### config.mk
export PLATFORM = sky130hd
export DESIGN_NAME = fifo_word_packer_flat
export DESIGN_NICKNAME = d
export VERILOG_FILES = /design/src/rtl/fifo_pkg.sv /design/src/rtl/fifo_word_packer_if.sv /design/src/rtl/fifo_word_packer.sv /design/src/flat_wrapper.sv
export SDC_FILE = /design/constraint.sdc
export NUM_CORES = 1
export LEC_CHECK = 0
export CAP_MARGIN = 20
export CORE_AREA = 8 8 67 112
export DETAILED_ROUTE_END_ITERATION = 8
export DIE_AREA = 0 0 75 120
export HOLD_SLACK_MARGIN = 0.02
export PLACE_DENSITY = 0.85
export SYNTH_ARGS = -nofsm -noshare
export SYNTH_HDL_FRONTEND = slang
export SYNTH_SLANG_ARGS = --single-unit
### constraint.sdc
create_clock -name clk -period 1.59 [get_ports clk]
set_input_delay 0.2385 -clock clk [delete_from_list [all_inputs] [get_ports clk]]
set_output_delay 0.2385 -clock clk [all_outputs]
set_load 0.02 [all_outputs]
### src/rtl/fifo_pkg.sv
// Types and helpers shared by the FIFO and its downstream word packer.
package fifo_pkg;

  localparam int DEF_DATA_WIDTH = 8;

  typedef enum logic [0:0] {
    FILL = 1'b0,
    HOLD = 1'b1
  } state_t;

  function automatic int bytes_to_word_width(input int data_width, input int bytes_per_word);
    return data_width * bytes_per_word;
  endfunction

endpackage

### src/rtl/fifo_word_packer_if.sv
// FIFO read port plus packed-word valid/ready stream seen by fifo_word_packer.
interface fifo_word_packer_if #(
  parameter int DATA_WIDTH     = fifo_pkg::DEF_DATA_WIDTH,
  parameter int BYTES_PER_WORD = 4,
  parameter int CNT_W          = 3,
  parameter int WCNT_W         = 16
);
  import fifo_pkg::*;

  localparam int WORD_W = bytes_to_word_width(DATA_WIDTH, BYTES_PER_WORD);

  logic                  fifo_empty;
  logic [DATA_WIDTH-1:0] fifo_data_out;
  logic                  fifo_read_en;
  logic                  flush;
  logic [WORD_W-1:0]     word_out;
  logic [CNT_W-1:0]      word_bytes;
  logic                  word_valid;
  logic                  word_ready;
  logic [WCNT_W-1:0]     word_count;

  modport master (
    input  fifo_empty, fifo_data_out, flush, word_ready,
    output fifo_read_en, word_out, word_bytes, word_valid, word_count
  );

  modport slave (
    output fifo_empty, fifo_data_out, flush, word_ready,
    input  fifo_read_en, word_out, word_bytes, word_valid, word_count
  );

endinterface

### src/rtl/fifo_word_packer.sv
// Pops bytes from the synchronous FIFO, packs them little-endian into words
// and offers each word on a valid/ready stream; flush emits a padded partial word.
module fifo_word_packer
  import fifo_pkg::*;
#(
  parameter int DATA_WIDTH     = DEF_DATA_WIDTH,
  parameter int BYTES_PER_WORD = 4,
  parameter int CNT_W          = 3,
  parameter int WCNT_W         = 16
) (
  input logic                clk,
  input logic                reset,
  fifo_word_packer_if.master bus
);

  localparam logic [CNT_W:0]   FULL_OCC = (CNT_W+1)'(BYTES_PER_WORD);
  localparam logic [CNT_W-1:0] FULL_CNT = CNT_W'(BYTES_PER_WORD);

  state_t                                    state_r, state_n;
  logic [CNT_W-1:0]                          count_r, count_n;
  logic                                      inflight_r;
  logic                                      flush_pend_r, flush_pend_n;
  logic [BYTES_PER_WORD-1:0][DATA_WIDTH-1:0] lanes_r, lanes_n;
  logic [CNT_W-1:0]                          word_bytes_r, word_bytes_n;
  logic                                      word_valid_r, word_valid_n;
  logic [WCNT_W-1:0]                         word_count_r, word_count_n;
  logic [CNT_W:0]                            occupancy_s;
  logic [CNT_W-1:0]                          count_inc_s;
  logic                                      read_en_s;

  // Bytes captured plus the one possibly in flight decide whether another pop fits.
  assign occupancy_s = {1'b0, count_r} + {{CNT_W{1'b0}}, inflight_r};
  assign count_inc_s = count_r + CNT_W'(1);
  assign read_en_s   = reset && (state_r == FILL) && !bus.fifo_empty &&
                       !flush_pend_r && (occupancy_s < FULL_OCC);

  // Next-state: capture in-flight bytes, resolve flush, release accepted words.
  always_comb begin
    state_n      = state_r;
    count_n      = count_r;
    flush_pend_n = flush_pend_r;
    lanes_n      = lanes_r;
    word_bytes_n = word_bytes_r;
    word_valid_n = word_valid_r;
    word_count_n = word_count_r;
    case (state_r)
      FILL: begin
        if (bus.flush && (occupancy_s != '0)) begin
          flush_pend_n = 1'b1;
        end else begin
          flush_pend_n = flush_pend_r;
        end
        if (inflight_r) begin
          for (int i = 0; i < BYTES_PER_WORD; i++) begin
            if (count_r == CNT_W'(i)) begin
              lanes_n[i] = bus.fifo_data_out;
            end else begin
              lanes_n[i] = lanes_r[i];
            end
          end
          count_n = count_inc_s;
          // A capture that completes the word supersedes any pending flush.
          if (count_inc_s == FULL_CNT) begin
            state_n      = HOLD;
            word_valid_n = 1'b1;
            word_bytes_n = FULL_CNT;
            flush_pend_n = 1'b0;
          end else begin
            state_n = FILL;
          end
        end else if (flush_pend_r) begin
          flush_pend_n = 1'b0;
          if (count_r != '0) begin
            state_n      = HOLD;
            word_valid_n = 1'b1;
            word_bytes_n = count_r;
          end else begin
            state_n = FILL;
          end
        end else begin
          state_n = FILL;
        end
      end
      HOLD: begin
        if (word_valid_r && bus.word_ready) begin
          state_n      = FILL;
          word_valid_n = 1'b0;
          lanes_n      = '0;
          count_n      = '0;
          word_count_n = word_count_r + WCNT_W'(1);
        end else begin
          state_n = HOLD;
        end
      end
      default: begin
        state_n = FILL;
      end
    endcase
  end

  // State and output registers; reset discards any partial word and in-flight byte.
  always_ff @(posedge clk or negedge reset) begin
    if (!reset) begin
      state_r      <= FILL;
      count_r      <= '0;
      inflight_r   <= 1'b0;
      flush_pend_r <= 1'b0;
      lanes_r      <= '0;
      word_bytes_r <= '0;
      word_valid_r <= 1'b0;
      word_count_r <= '0;
    end else begin
      state_r      <= state_n;
      count_r      <= count_n;
      inflight_r   <= read_en_s;
      flush_pend_r <= flush_pend_n;
      lanes_r      <= lanes_n;
      word_bytes_r <= word_bytes_n;
      word_valid_r <= word_valid_n;
      word_count_r <= word_count_n;
    end
  end

  assign bus.fifo_read_en = read_en_s;
  assign bus.word_out     = lanes_r;
  assign bus.word_bytes   = word_bytes_r;
  assign bus.word_valid   = word_valid_r;
  assign bus.word_count   = word_count_r;

endmodule
### src/flat_wrapper.sv
// flat-port wrapper written by rule: the top's interface ports become plain ports
module fifo_word_packer_flat import fifo_pkg::*;
#(
  parameter int DATA_WIDTH     = DEF_DATA_WIDTH,
  parameter int BYTES_PER_WORD = 4,
  parameter int CNT_W          = 3,
  parameter int WCNT_W         = 16
)
  (clk, reset, bus_fifo_empty, bus_fifo_data_out, bus_flush, bus_word_ready, bus_fifo_read_en, bus_word_out, bus_word_bytes, bus_word_valid, bus_word_count);
  fifo_word_packer_if #(.DATA_WIDTH(DATA_WIDTH), .BYTES_PER_WORD(BYTES_PER_WORD), .CNT_W(CNT_W), .WCNT_W(WCNT_W)) bus_i ();
  input logic clk;
  input logic reset;
  input wire logic [$bits(bus_i.fifo_empty)-1:0] bus_fifo_empty;
  input wire logic [$bits(bus_i.fifo_data_out)-1:0] bus_fifo_data_out;
  input wire logic [$bits(bus_i.flush)-1:0] bus_flush;
  input wire logic [$bits(bus_i.word_ready)-1:0] bus_word_ready;
  output wire logic [$bits(bus_i.fifo_read_en)-1:0] bus_fifo_read_en;
  output wire logic [$bits(bus_i.word_out)-1:0] bus_word_out;
  output wire logic [$bits(bus_i.word_bytes)-1:0] bus_word_bytes;
  output wire logic [$bits(bus_i.word_valid)-1:0] bus_word_valid;
  output wire logic [$bits(bus_i.word_count)-1:0] bus_word_count;
  assign bus_i.fifo_empty = bus_fifo_empty;
  assign bus_i.fifo_data_out = bus_fifo_data_out;
  assign bus_i.flush = bus_flush;
  assign bus_i.word_ready = bus_word_ready;
  assign bus_fifo_read_en = bus_i.fifo_read_en;
  assign bus_word_out = bus_i.word_out;
  assign bus_word_bytes = bus_i.word_bytes;
  assign bus_word_valid = bus_i.word_valid;
  assign bus_word_count = bus_i.word_count;
  fifo_word_packer #(.DATA_WIDTH(DATA_WIDTH), .BYTES_PER_WORD(BYTES_PER_WORD), .CNT_W(CNT_W), .WCNT_W(WCNT_W)) u_core (.clk(clk), .reset(reset), .bus(bus_i));
endmodule
# [Yosys cells after proc, flatten, opt, wreduce, memory -nomap -nowiden]
# Cells that the tools add are included.
[op_classes] n_addsub=3 mul=0 n_div=0 magnitude_cmp=1 n_eq_ne=14 shifts=0 mux=30 n_bitwise=1 reduce_logical=21
[op_table] operator="$mux 32" count=2
[op_table] operator="$pmux 32 s2" count=1
[op_table] operator="$mux 8" count=4
[op_table] operator="$mux 3" count=6
[op_table] operator="$add 16x1->16 const B" count=1
[op_table] operator="$mux 1" count=14
[op_table] operator="$ne 2x2->1 const B" count=6
[op_table] operator="$reduce_and 3->1" count=4
[op_table] operator="$reduce_and 4->1" count=2
[op_table] operator="$eq 3x2->1 const B" count=2
[op_table] operator="$logic_and 1x1->1" count=6
[op_table] operator="$pmux 3 s2" count=1
[op_table] operator="$add 3x1->4" count=1
[op_table] operator="$lt 4x3->1 const B" count=1
[op_table] operator="$pmux 1 s2" count=2
[op_table] operator="$reduce_and 2->1" count=2
[op_table] operator="$reduce_bool 2->1" count=2
[op_table] operator="$reduce_bool 4->1" count=1
[op_table] operator="$add 3x1->3 const B" count=1
[op_table] operator="$eq 3x1->1 const B" count=1
[op_table] operator="$eq 3x3->1 const B" count=1
[op_table] operator="$logic_not 3->1" count=1
[op_table] operator="$ne 3x1->1 const B" count=1
[op_table] operator="$ne 3x2->1 const B" count=1
[op_table] operator="other kinds (5)" count=6
[word_totals] ff_bits=58 latchBits=0 ramBits=0 rom_bits=0 input_bits=13 output_inout_bits=53 word_cells=81 n_memories=0

# [Logic depth before layout (Yosys ltp)]
[logic_depth] depth_word=6 mapped_depth=7 ltp_nobuf=6

# [Least setup slack after synthesis]
# No wires, ideal clock.
[synth_path] path_type="flip-flop to output port" start="reg u_core.inflight_r" end="out bus_fifo_read_en" t_arrival_ns=1.727 required_ns=1.351 slack_ns=-0.375 path_stages_with_launch=6 n_path_buf=0 cell_sequence="dfrtp_1 -> ha_1 -> ha_1 -> nor2_1 -> a21oi_1 -> nor4_1"
[synth_via] elab_chain_len=3
[synth_rtl] element="from (decl)" line_no="fifo_word_packer.sv:21" text="logic inflight_r;"
[synth_rtl] element="from (signal assigned)" line_no="fifo_word_packer.sv:115" text="inflight_r <= read_en_s;"
[synth_rtl] element="$add 3x1->4" line_no="fifo_word_packer.sv:32" text="assign occupancy_s = {1'b0, count_r} + {{CNT_W{1'b0}}, inflight_r};"
[synth_rtl] element="$lt 4x3->1" line_no="fifo_word_packer.sv:35" text="!flush_pend_r && (occupancy_s < FULL_OCC);"
[synth_rtl] element="$logic_and 1x1->1" line_no="fifo_word_packer.sv:35"
[synth_rtl] element="to (decl)" line_no="flat_wrapper.sv:17" text="output wire logic [$bits(bus_i.fifo_read_en)-1:0] bus_fifo_read_en;"
# No other way between the ends.

# [Final worst setup path]
# Ends and elaborated chain as after synthesis.

==> flow_summary_export.csv <==
group,metric,value,unit
critical_path,rrSetupSlack,-0.08,ns
synth,syn_inst,231,
global_routing,antenna_found_initial,0,
critical_path,reg2reg_to,"u_core.bus.word_bytes[0]$_DFFE_PN0P_",
finish,seq_area,1450,sq um
synth,synth_top_area_frac,0.580,
synth,synth_top_area_cell,"dfrtp_1",
synth,synth-async-reset-ratio,1.00,
finish,final_nets,348,
cts,clk_pin_slew_worst_paths,0.06,ns
critical_path,cp.arrival,1.64,ns
cts,cts_inserted_buffers,9,
route,wire_per_inst,16.1,um
pwr,peakVddDrop,0.488,mV
sta,hold_viol,0,
sta,fin_crit,1.88,ns
global_routing,grt_pass1_wl,10300,um
sta,min_period_over_period,1.18,
global_routing,grt.total_usage,0.152,
sta,worst_slack,-0.293,ns
synth,synth_top_flop_cell,"dfrtp_1",
place,place.detailed.hpwl,4740,um
route,drc,0,
sta,clock_skew,0.00752,ns
sta,relSlewSlack,0.527,
route,drt-total-wl,6580,um
route,wl_met2,3780,um
finish,fin_area,3780,sq um
critical_path,cpMostUsedCell,"ha_4",
sta,slew_violations,0,
global_routing,grt_pass1_vias,2113,
route,viasPerCell,4.88,
cts,cts_tree,"built",
sta,setup_viol,4,
job,cap_viol_max_count,0,
cts,cts.sink_count,58,
place,place_area,3410,sq um
finish,multi_input_area,1110,sq um
sta,rsz0062_at_grt,"yes",
synth,synth_area_per_cell,10.8,sq um
floorplan,die-area,9000,sq um
cts,cts_root_buf,"clkbuf_8",
synth,synthesis.area,2500,sq um
synth,synth_enable_flop_cells,0,
critical_path,cp_max_fo,2,
finish,drive_gt1_frac,0.198,
critical_path,critPathSlowestCell,"dfrtp_1",
route,drt-pass1-iter-count,4,
cts,cts_buffer_depth,2,
synth,ys_seq_area_frac,0.580,
pwr,p_per_area,700,nW/um^2
floorplan,io_pins,66,
finish,antenna_cells,0,
synth,yosys-top-cells-count,"dfrtp_1, nand2_1, o21ai_0, inv_1",
global_routing,grt_max_degree,59,
critical_path,start_kind,"register",
sta,tightestPinTransition,0.709,ns
synth,synth_most_common_cell,"dfrtp_1",
route,vias,1995,
route,highest_layer,"met4",
route,wl_met3,279,um
outcome,outcome,"finished, violations left",
critical_path,worstRegToRegCells,7,
critical_path,cp_slowest_stage_delay,0.42,ns
outcome,violations,"setup timing",
critical_path,r2r-start,"u_core.count_r[0]$_DFFE_PN0P_",
finish,nFillCells,502,
synth,synth_cell_types,33,
min_path,hold_path.class,"in -> async",
route,ant_nets,0,
pwr,total_leakage_power,1.85,nW
route,wl_met1,2350,um
finish,area_growth,51.0,%
place,gp_congestion,0.866,
synth,syn-num-nets,253,
critical_path,worstPathRequired,1.35,ns
global_routing,grt_overflow,0,
critical_path,worst_setup_path_end_kind,"output port",
synth,yosys_warnings,0,
floorplan,initial_core_util,0.415,
finish,utilization,0.626,
place,io_buffers,65,
floorplan,num_rows,38,
floorplan,chipWidth,75,um
floorplan,core,6040,sq um
synth,ys_seq_elements,58,
critical_path,path_cells,"ha_4 > ha_4 > and2_4 > a21oi_4 > nor4_4 > buf_4",
cts,clk_latency,0.33,ns
critical_path,critPathKind,"reg -> out",
route,drt-initial-drc-count,70,
synth,synthTopCellsByArea,"dfrtp_1, nand2_1, o21ai_0",
cts,ctsHoldBuffers,0,
cts,htreeDepth,3,
floorplan,fp.dieH,120,um
sta,max_freq,531,MHz
routing by layer:
| layer | up-vias | track usage |
|---|---|---|
| li1 | 953 | - |
| met4 | 0 | 0.0815 |
| met2 | 51 | 0.276 |
| met1 | 975 | 0.148 |
| met3 | 16 | 0.0384 |
| met5 | - | 0 |
cells by family (layout without fill, tap and decap cells):
group | Yosys count | in the layout | synth area share
adders and majority gates | 9 | 9 | 0.0450
xor gates and xnor gates | 15 | 15 | 0.0525
DFF | 58 | 58 | 0.580
buffers and inverters | 24 | 122 | 0.0420
and+or+nand+nor | 76 | 76 | 0.148
AOI/OAI and AO/OA | 38 | 38 | 0.0875
muxes | 11 | 11 | 0.0450
metrics by stage:
step / std cells / hold slack, ns / setup TNS [ns] / setup WS (ns) / power, mW
after detailed placement: 388 / 0.468 / -2.59 / -0.552 / 1.57
after global placement: 388 / 0.457 / -1.87 / -0.458 / 1.57
after floorplan: 231 / -0.0571 / -0.0393 / -0.0200 / 1.51
after global routing: 409 / 0.158 / -1.16 / -0.343 / 2.74
after CTS: 407 / 0.119 / -0.339 / -0.279 / 2.68
final: 409 / 0.0921 / -0.460 / -0.293 / 2.64
worst max-delay path: cells and delay by family (launching register included):
family,cells,cell delay [ns]
DFF,1,0.42
and+or+nand+nor,2,0.21
buffers and inverters,1,0.16
AOI/OAI and AO/OA,1,0.16
adders and majority gates,2,0.36
area by class of cell:
cell class	instances	area share
clock buffer	14	0.0404
inverter	18	0.0179
multi-input combinational	149	0.295
sequential	58	0.384
tap	80	0.0265
timing repair buffer	90	0.236
power breakdown:
group	switching (mW)	internal [mW]
Combinational	0.0344	0.0265
Sequential	0	1.48
Clock	0.514	0.593
Total	0.548	2.10
sequential cells by signal (all words and copies together) (netlist names):
signal,flops
u_core.inflight_r,1
u_core.bus.word_bytes,3
u_core.bus.word_out,32
u_core.bus.word_count,16
u_core.count_r,3
u_core.flush_pend_r,1
u_core.bus.word_valid,1
u_core.state_r,1
layout by cell type (no fill, tap or decap), drive strengths merged, types with 8 or more instances in the layout:
cell type | synthesis | layout
buf | 5 | 27
inv | 18 | 18
xor2 | 8 | 8
o21ai | 28 | 28
clkbuf | 1 | 14
ha | 9 | 9
dfrtp | 58 | 58
dlygate4sd2 | 0 | 14
mux2i | 9 | 9
clkdlybuf4s50 | 0 | 45
nand2 | 42 | 42
nor2 | 8 | 8
worst max path at each step:
| stage | endpoint | cells after the start | startpoint |
|---|---|---|---|
| floorplan | bus_fifo_read_en | 5 | u_core.inflight_r$_DFF_PN0_ |
| global placement | bus_fifo_read_en | 6 | u_core.inflight_r$_DFF_PN0_ |
| detailed placement | bus_fifo_read_en | 6 | u_core.inflight_r$_DFF_PN0_ |
| CTS | bus_fifo_read_en | 6 | u_core.count_r[0]$_DFFE_PN0P_ |
| global route | bus_fifo_read_en | 6 | u_core.inflight_r$_DFF_PN0_ |
| finish | bus_fifo_read_en | 6 | u_core.inflight_r$_DFF_PN0_ |
timing repair:
| item | 4_1_cts | 5_1_grt |
|---|---|---|
| gates cloned | 0 | 0 |
| resized for setup | 37 | 22 |
| pin swaps | 8 | 4 |
| setup endpoints to repair | 26 | 30 |
| buffers inserted | 5 | 2 |
Note: power is estimated with default switching activity, not from simulation.
